$ cat config.mk
export PLATFORM = sky130hd
export DESIGN_NAME = exp_batch_ctrl
export DESIGN_NICKNAME = d
export VERILOG_FILES = /design/src/rtl/exp_batch_ctrl.sv
export SDC_FILE = /design/constraint.sdc
export NUM_CORES = 1
export LEC_CHECK = 0
export CAP_MARGIN = 20
export CORE_AREA = 2 2 46 48
export DETAILED_ROUTE_END_ITERATION = 16
export DIE_AREA = 0 0 48 50
export PLACE_DENSITY = 0.78
export SLEW_MARGIN = 20
export SYNTH_ARGS = -nofsm -noshare
export SYNTH_HDL_FRONTEND = slang
export SYNTH_SLANG_ARGS = --single-unit
$ cat constraint.sdc
create_clock -name clk -period 1.84 [get_ports clk]
set_input_delay 0.46 -clock clk [delete_from_list [all_inputs] [get_ports clk]]
set_output_delay 0.46 -clock clk [all_outputs]
set_load 0.1 [all_outputs]
$ cat src/rtl/exp_batch_ctrl.sv
// exp_batch_ctrl: batch sequencer driving the exponential datapath wrapper.
// Optional build macro EXP_TIMEOUT_EN adds a WAIT watchdog and sticky err port.
module exp_batch_ctrl #(
  parameter int ADDR_W      = 3,
  parameter int NUM_SAMPLES = 8,
  parameter int SH_STEPS    = 2,
  parameter int TIMEOUT_CYC = 255
) (
  input  logic              clk,
  input  logic              rst,
  input  logic              go,
  input  logic              dpDone,
  output logic              ld,
  output logic              shEn,
  output logic              uiRegLd,
  output logic              start,
  output logic [ADDR_W-1:0] rdAddr,
  output logic [ADDR_W-1:0] wrAddr,
  output logic              wrEn,
  output logic              busy,
`ifdef EXP_TIMEOUT_EN
  output logic              err,
`endif
  output logic              allDone
);

  typedef enum logic [2:0] {
    S_IDLE,
    S_LOAD,
    S_SHIFT,
    S_START,
    S_WAIT,
    S_WRITE,
    S_FIN
  } state_t;

  localparam logic [ADDR_W-1:0] IDX_LAST =
    ADDR_W'(NUM_SAMPLES - 1);
  localparam logic [3:0] SH_LAST =
    4'((SH_STEPS > 0) ? SH_STEPS - 1 : 0);

  state_t            state;
  logic [ADDR_W-1:0] idx;
  logic [3:0]        sh_cnt;
  logic              dpDone_q;
  logic              dp_rise;

`ifdef EXP_TIMEOUT_EN
  localparam int WD_W =
    ($clog2(TIMEOUT_CYC + 1) > 8) ? $clog2(TIMEOUT_CYC + 1) : 8;
  localparam logic [WD_W-1:0] WD_LAST = WD_W'(TIMEOUT_CYC - 1);
  logic [WD_W-1:0] wdog;
`else
  // Without the watchdog TIMEOUT_CYC has no effect on the logic.
  if (TIMEOUT_CYC < 1) begin : g_timeout_unused
  end
`endif

  // Done is only honoured on its rising edge, so a level left high is ignored.
  assign dp_rise = dpDone & ~dpDone_q;
  assign rdAddr  = idx;
  assign busy    = (state != S_IDLE);

  // Sequencer state, counters and registered strobes.
  always_ff @(posedge clk) begin
    if (rst) begin
      state    <= S_IDLE;
      idx      <= '0;
      sh_cnt   <= '0;
      dpDone_q <= 1'b0;
      wrAddr   <= '0;
      ld       <= 1'b0;
      shEn     <= 1'b0;
      uiRegLd  <= 1'b0;
      start    <= 1'b0;
      wrEn     <= 1'b0;
      allDone  <= 1'b0;
`ifdef EXP_TIMEOUT_EN
      wdog     <= '0;
      err      <= 1'b0;
`endif
    end else begin
      dpDone_q <= dpDone;
      ld       <= 1'b0;
      shEn     <= 1'b0;
      uiRegLd  <= 1'b0;
      start    <= 1'b0;
      wrEn     <= 1'b0;
      allDone  <= 1'b0;
      unique case (state)
        S_IDLE: begin
          if (go) begin
            state   <= S_LOAD;
            idx     <= '0;
            ld      <= 1'b1;
            uiRegLd <= 1'b1;
`ifdef EXP_TIMEOUT_EN
            err     <= 1'b0;
`endif
          end
        end
        S_LOAD: begin
          if (SH_STEPS == 0) begin
            state <= S_START;
            start <= 1'b1;
          end else begin
            state  <= S_SHIFT;
            shEn   <= 1'b1;
            sh_cnt <= '0;
          end
        end
        S_SHIFT: begin
          if (sh_cnt == SH_LAST) begin
            state <= S_START;
            start <= 1'b1;
          end else begin
            sh_cnt <= sh_cnt + 4'd1;
            shEn   <= 1'b1;
          end
        end
        S_START: begin
          state <= S_WAIT;
`ifdef EXP_TIMEOUT_EN
          wdog  <= '0;
`endif
        end
        S_WAIT: begin
          if (dp_rise) begin
            state  <= S_WRITE;
            wrEn   <= 1'b1;
            wrAddr <= idx;
          end
`ifdef EXP_TIMEOUT_EN
          // Forced write keeps the address sequence aligned.
          else if (wdog == WD_LAST) begin
            state  <= S_WRITE;
            wrEn   <= 1'b1;
            wrAddr <= idx;
            err    <= 1'b1;
          end else begin
            wdog <= wdog + 1'b1;
          end
`endif
        end
        S_WRITE: begin
          if (idx == IDX_LAST) begin
            state   <= S_FIN;
            allDone <= 1'b1;
          end else begin
            state   <= S_LOAD;
            idx     <= idx + 1'b1;
            ld      <= 1'b1;
            uiRegLd <= 1'b1;
          end
        end
        S_FIN: begin
          state <= S_IDLE;
          idx   <= '0;
        end
        default: state <= S_IDLE;
      endcase
    end
  end

endmodule
**After elaboration in Yosys (flattened, before gate mapping)**

Index checks and enable logic that the tools add are counted.

- Register bits: 19
- Bits of input ports: 4
- Output and inout port bits: 13
- Logic and storage cells: 59

- $add $sub $neg: 2
- Equal/unequal tests: 13
- Multiplexer cells: 18
- Bitwise operators: 5
- Reduce and logical (&&, ||, !) cells: 11

Operators by type and width:

| kind | count |
|---|---|
| $mux W3 | 6 |
| $pmux W3 S6 | 1 |
| $eq A3 B3 Y1 const B | 4 |
| $ne A2 B2 Y1 const B | 5 |
| $pmux W3 S3 | 1 |
| $pmux W4 S2 | 1 |
| $eq A3 B2 Y1 const B | 2 |
| $mux W1 | 6 |
| $reduce_and A3 Y1 | 2 |
| $reduce_bool A3 Y1 | 2 |
| $reduce_or A2 Y1 | 3 |
| $add A4 B1 Y4 const B | 1 |
| $eq A4 B1 Y1 const B | 1 |
| $mux W4 | 1 |
| $not A1 Y1 | 4 |
| $pmux W1 S2 | 2 |
| $reduce_and A2 Y1 | 2 |
| $add A3 B1 Y3 const B | 1 |
| $eq A3 B1 Y1 const B | 1 |
| $logic_not A3 Y1 | 1 |
| $reduce_bool A2 Y1 | 1 |
| $and A1 B1 Y1 | 1 |

**Longest topological paths before layout**

Gate-level depths: netlist of the first run.

- Word-level depth: 4
- Gate-level depth with buffers: 5
- Mapped depth without buffers: 5

**Worst setup path before layout of the first run**

Ideal clock, no wire load.

- Path kind: register to register
- Start point: reg idx[0] (netlist: rdAddr[0])
- End point: reg idx[2] (netlist: rdAddr[2])
- Setup time: 0.071 ns
- Data arrival time: 1.889 ns
- Data required time: 1.769 ns
- Setup slack: -0.120 ns
- Cell stages (with the launch flop): 6
- Buffers on the path: 0
- Clock period less this slack: 1.960 ns
- Path through: dfxtp_1 > ha_1 > ha_1 > nand4bb_1 > nand4_1 > a21oi_1

- Longest elaborated chain between the ends: 3
- Elaborated cells on any way between the ends: 6
- Those cells by class: add/sub: 1; eq/ne: 2; mux: 2; reduce/logical: 1

RTL lines:

| item | line | text |
|---|---|---|
| from (decl) | 43 | `logic [ADDR_W-1:0] idx;` |
| from (signal assigned) | 151 | `idx <= idx + 1'b1;` |
| $add A3 B1 Y3 or $eq A3 B3 Y1 (tied branches) | 151, 146 |  |
| $mux W3 or $ne A2 B2 Y1 (tied branches) | n/a |  |
| $pmux W3 S3 or $reduce_and A3 Y1 (tied branches) | n/a |  |

Parallel ways exist; a longest one is shown, timed or not. The select of a mux whose other input is x is not followed.
A chain may end at the register's enable or synchronous reset.

**Worst setup path in the final report of the first run**

- Start point: reg state[0]
- End point: out busy

- Longest elaborated chain between the ends: 1

RTL lines:

| item | line | text |
|---|---|---|
| from (decl) | 42 | `state_t state;` |
| from (signal assigned) | 67 | `state <= S_IDLE;` |
| from (signal assigned) | 93 | `state <= S_LOAD;` |
| from (signal assigned) | 104 | `state <= S_START;` |
| $reduce_bool A3 Y1 | 62 | `assign busy = (state != S_IDLE);` |
| to (decl) | 20 | `output logic busy,` |

No other way between the ends.

==> results.toml, run 1 <==
[floorplan]
die_area_um2 = 2400
design.portCount = 17
rows = 16
die-height_um = 50
start_util_pct = 45.5
die_x_um = 48
coreArea_um2 = 1900

[power]
p_leak_nw = 0.433
p_sw_mw = 0.430
p_int_mw = 0.685
p_clk_share_pct = 19.1
combPwrFrac_pct = 37.8
seqPwrFrac_pct = 43.2
irDropWorstVdd_mv = 0.534
swShare_pct = 38.5
p_per_area_nw_per_um2 = 916

[worst_setup_path]
cp.required_ps = 1380
crit_fanout = 12
end_kind = "output port"
start_kind = "flip-flop"
crit_type = "flip-flop to output port"
r2r_slack_ps = 230
worstPathArrival_ps = 1330

[yosys]
syn_inst = 95
avgSynthCellArea_um2 = 9.10
synth_ff_type = "dfxtp_1"
synth_edf_count = 0
synth_cell_type_count = 30
synthTopCellsByArea = "dfxtp_1, a21oi_1, ha_1, nand2b_1, o21ai_1"
yosysSeqAreaShare_pct = 44.0
synth_common_cells = "dfxtp_1, a21oi_1, nand2b_1"
syn-cell-area_um2 = 865
ys_ff_latch = 19
yosysWarnings = 0
synth_top_area_cell = "dfxtp_1"
async_flop_share_pct = 0
netlist.area_leader.share_pct = 44.0
post-synth-top-count-cell = "dfxtp_1"
syn-num-nets = 103

[route]
dr.pass1.iters = 5
drt_iter0_markers = 27
ant_nets = 0
drc = 0
wl_um = 1890
via_per_inst = 5.52
wl_per_cell_um = 13.6
via_count = 767

[grt]
grt_pass1_vias = 699
antenna_found_initial = 0
grt_pass1_wl_um = 3200
grt.total_usage_pct = 18.8
grt_overflow_total = 0
grt_max_degree = 13

[cts]
insertion_delay_ps = 300
post_cts_buffers = 0
cts.htree.levels = 1
cts.sinks = 19
clk_path_buf_depth = 2
cts_tree = "done"
clkTransAtPathRegs_ps = 100
clockRootBuffer = "clkbuf_4"
numCtsBuffers = 3

[timing]
setup_violations = 0
period_minus_slack_ps = 1790
tns_ps = 0
rsz0062_at_grt = "false"
setup_slack_ps = 53.4
tightestPinTransition_ps = 494
layout_worst_path_cycle_share_pct = 97.1
hold_viol = 0
fmax_mhz = 560
finalClockSkew_ps = 3.04
slew_headroom_pct = 66.9
slew_violations = 0

[final_layout]
drive_above_1_share_pct = 21.4
syn_to_final_growth_pct = 40.8
insertedDiodeCount = 0
nets = 121

[outcome]
status = "finished clean"

[job]
cap_violations = 0

[place]
routabilityCongestion = 0.778
dp_hpwl_um = 1440
port-buffer-count = 16
pre_cts_ws_ps = 56.2

[hold_path]
hp-class = "flip-flop to flip-flop"
final timing paths:
kind                   from         to  cells past startpoint
hold reg to reg   sh_cnt[1]  sh_cnt[1]                      2
hold / removal    sh_cnt[1]  sh_cnt[1]                      2
setup / recovery   state[0]       busy                      2
setup reg to reg   state[1]  sh_cnt[3]                      3
repair_timing:
item	in CTS	in global routing
hold buffers	0	0
setup endpoints to repair	1	0
resized for setup	1	0
routing by layer:
| metal | part of all wire [%] | track usage [%] | up-vias |
|---|---|---|---|
| met1 | 46 | 26.1 | 358 |
| met4 | 2.0 | 8.11 | 0 |
| li1 | - | - | 380 |
| met5 | 0 | 0 | - |
| met3 | 3.5 | 5.49 | 5 |
| met2 | 48 | 26.4 | 24 |
cell usage in the layout (no fill, tap or decap), types with 2 or more instances in the layout:
cell / instances
a21oi_1: 13
buf_12: 13
buf_4: 4
clkbuf_4: 3
clkdlybuf4s50_1: 3
dfxtp_1: 16
dfxtp_2: 3
ha_1: 4
nand2_1: 3
nand2b_1: 6
nand3_1: 4
nand3b_1: 3
nand4_1: 3
nor2_1: 2
nor2b_1: 2
nor3_1: 3
nor3b_1: 2
o21ai_1: 5
o221ai_1: 2
or3_1: 3
or3b_1: 2
or4_1: 2
cell type report:
type                       count  area, um2
inverter                       2       7.51
tap                           27       33.8
fill                         144        684
sequential                    19        384
multi-input combinational     67        445
timing repair buffer          20        320
clock buffer                   4       26.3
critical path: stages, from the launching register on:
cell and delay [ps]:
dfxtp_2 390, or3_1 450, buf_12 190
kinds of logic (layout without fill, tap and decap cells):
family                     after synthesis  in the layout  share of synthesized area [%]
and+or+nand+nor                         39             39                           29.5
DFF                                     19             19                           44.0
adders and majority gates                4              4                           5.79
buffers and inverters                    9             26                           4.49
AOI/OAI and AO/OA                       24             24                           16.2
power by group through the flow:
stage	Sequential (mW)	Clock, mW	Combinational, mW
floorplan	0.528	0	0.238
global placement	0.487	0	0.412
detailed placement	0.489	0	0.421
CTS	0.481	0.212	0.422
global route	0.488	0.234	0.446
finish	0.481	0.212	0.421
registers in the layout, summed over array words and instances (netlist names), 3 cells and up:
| name | flops |
|---|---|
| rdAddr | 3 |
| sh_cnt | 4 |
| state | 3 |
| wrAddr | 3 |
metrics by stage:
step	hold WS, ps	total power [mW]	std cells	util (%)	area (um2)
2_1_floorplan	473	0.766	95	-	867
4_1_cts	525	1.11	139	64.0	1220
5_1_grt	557	1.17	139	64.0	1220
3_3_place_gp	491	0.899	135	62.6	1190
6_report	523	1.12	139	64.0	1220
3_5_place_dp	510	0.910	135	62.6	1190
Power figures use the tool's default switching activity.
==> inputs of run 2 (changes only) <==
PLACE_DENSITY = 0.73   (was 0.78)
==> run 2 against run 1 <==
  * Register-to-register slack about the same
  * Clock skew decreased by 2.6 ps
  * Sequential share of layout area decreased by 0.45 points
  * Die area unchanged
  * Hold slack got worse by 9.3 ps
  * Critical path type unchanged
  * Largest cell class unchanged
==> results.toml, run 2 (synthesized netlist as in run 1, its figures left out) <==
[worst_setup_path]
start_kind = "flip-flop"
path_cells = "buf_6 > or3_4 > buf_12"
end_kind = "output port"
worstPathArrival_ps = 1320
critPathSlowestCell = "or3_4"
cp.depth = 3
crit_buf_inv = 2
critical_path.top_delay_family = "simple AND/OR/NAND/NOR gates"
rr_worst_depth = 3
max_stage_delay_ps = 350
crit_fanout = 16
cp.required_ps = 1380
crit_type = "flip-flop to output port"

[power]
swShare_pct = 38.8
p_int_mw = 0.697
p_sw_mw = 0.441
seqPwrFrac_pct = 41.5
p_leak_nw = 0.441
p_clk_share_pct = 18.7
p_per_area_nw_per_um2 = 921
combPwrFrac_pct = 39.9
irDropWorstVdd_mv = 0.933

[route]
drt_iter0_markers = 14
wl_um = 1910
ant_nets = 0
dr.pass1.iters = 4
wl_per_cell_um = 13.6
via_per_inst = 5.47
drc = 0
via_count = 766

[place]
dp_hpwl_um = 1390
routabilityCongestion = 0.760
dp_cells = 137
port-buffer-count = 16

[floorplan]
coreArea_um2 = 1900
die-height_um = 50
die_x_um = 48
start_util_pct = 45.5
design.portCount = 17
rows = 16
die_area_um2 = 2400

[hold_path]
whs_path_depth = 2
hp-class = "flip-flop to flip-flop"

[timing]
period_minus_slack_ps = 1780
rsz0062_at_grt = "false"
tightestPinTransition_ps = 472
tns_ps = 0
hold_viol = 0
layout_worst_path_cycle_share_pct = 96.9
fmax_mhz = 561
finalClockSkew_ps = 0.417
hold_ws_ps = 513
slew_headroom_pct = 68.4
slew_violations = 0
setup_violations = 0

[cts]
insertion_delay_ps = 300
clk_path_buf_depth = 2
numCtsBuffers = 3
clkTransAtPathRegs_ps = 110
cts.sinks = 19
cts.htree.levels = 1
clockRootBuffer = "clkbuf_4"
cts_tree = "done"

[final_layout]
stdcell_count = 140
final_common_cell = "dfxtp_1"
regMostFlops = "sh_cnt"
largest_reg_flops = 4
drive_above_1_share_pct = 23.9
syn_to_final_growth_pct = 42.8
nets = 122
num-fill-cells = 157
insertedDiodeCount = 0
final_cell_mix = "dfxtp_1, a21oi_1, buf_12"

[grt]
antenna_found_initial = 0
grt.total_usage_pct = 18.7
grt_pass1_vias = 685
grt_max_degree = 17
grt_overflow_total = 0
grt_pass1_wl_um = 3140

[job]
cap_violations = 0

[outcome]
status = "finished clean"
==> run 2: changes by cell type in the layout (fill, tap and decap cells not counted) <==
cell      previous run  this run
or3_1                3         2
clkbuf_1             1         0
or3_4                0         1
clkinv_2             0         1
buf_6                0         1
==> run 2: area by class of cell <==
type / instances / area [um2] / area share (%)
Clock buffer: 3 / 22.5 / 1.82
Sequential cell: 19 / 384 / 31.1
Multi-Input combinational cell: 67 / 450 / 36.5
Timing Repair Buffer: 21 / 332 / 26.8
Tap cell: 27 / 33.8 / 2.74
Inverter: 2 / 7.51 / 0.608
Clock inverter: 1 / 5.00 / 0.405
==> run 2: path summary, 6_finish.rpt <==
check	from	end	slack (ps)
min	sh_cnt[3]	sh_cnt[3]	510
min reg2reg	sh_cnt[3]	sh_cnt[3]	510
max	state[2]	busy	60
max reg2reg	state[1]	sh_cnt[3]	230
==> run 2: worst reg2reg max path: cells and delay by family (launching register included) <==
kind               cells  cell delay, ps
and+or+nand+nor        2            1010
DFF                    1             410
AOI/OAI and AO/OA      1             140
==> run 2: what timing repair did <==
action / 4_1_cts / 5_1_grt
hold buffers: 0 / 0
pin swaps: 0 / 1
gates resized for setup: 1 / 2
endpoints found under the setup margin: 1 / 1
buffers inserted: 0 / 0
cloned: 0 / 0
==> run 2: power groups by stage <==
| stage | Combinational, mW | Clock (mW) | Sequential [mW] |
|---|---|---|---|
| after floorplan | 0.238 | 0 | 0.528 |
| after global placement | 0.446 | 0 | 0.470 |
| after detailed placement | 0.453 | 0 | 0.472 |
| after CTS | 0.463 | 0.220 | 0.463 |
| after global routing | 0.479 | 0.237 | 0.476 |
| final | 0.453 | 0.212 | 0.472 |
==> run 2: metal layers <==
| metal | wire length [um] | vias to the layer above | share of wire [%] | track usage (%) |
|---|---|---|---|---|
| li1 | - | 384 | - | - |
| met2 | 922 | 11 | 48 | 26.4 |
| met5 | 0 | - | 0 | 0 |
| met3 | 43 | 4 | 2.3 | 3.30 |
| met4 | 46 | 0 | 2.4 | 11.3 |
| met1 | 895 | 367 | 47 | 25.4 |
==> run 2: through the flow <==
| stage | instance area (um2) | setup WS, ps | power [mW] | util (%) |
|---|---|---|---|---|
| 6_report | 1230 | 56.6 | 1.14 | 64.9 |
| 5_1_grt | 1230 | 10.2 | 1.19 | 64.9 |
| 4_1_cts | 1240 | 12.3 | 1.15 | 65.1 |
| 3_5_place_dp | 1200 | 47.6 | 0.925 | 63.4 |
| 3_3_place_gp | 1200 | 73.4 | 0.917 | 63.4 |
| 2_1_floorplan | 867 | 20.7 | 0.766 | - |
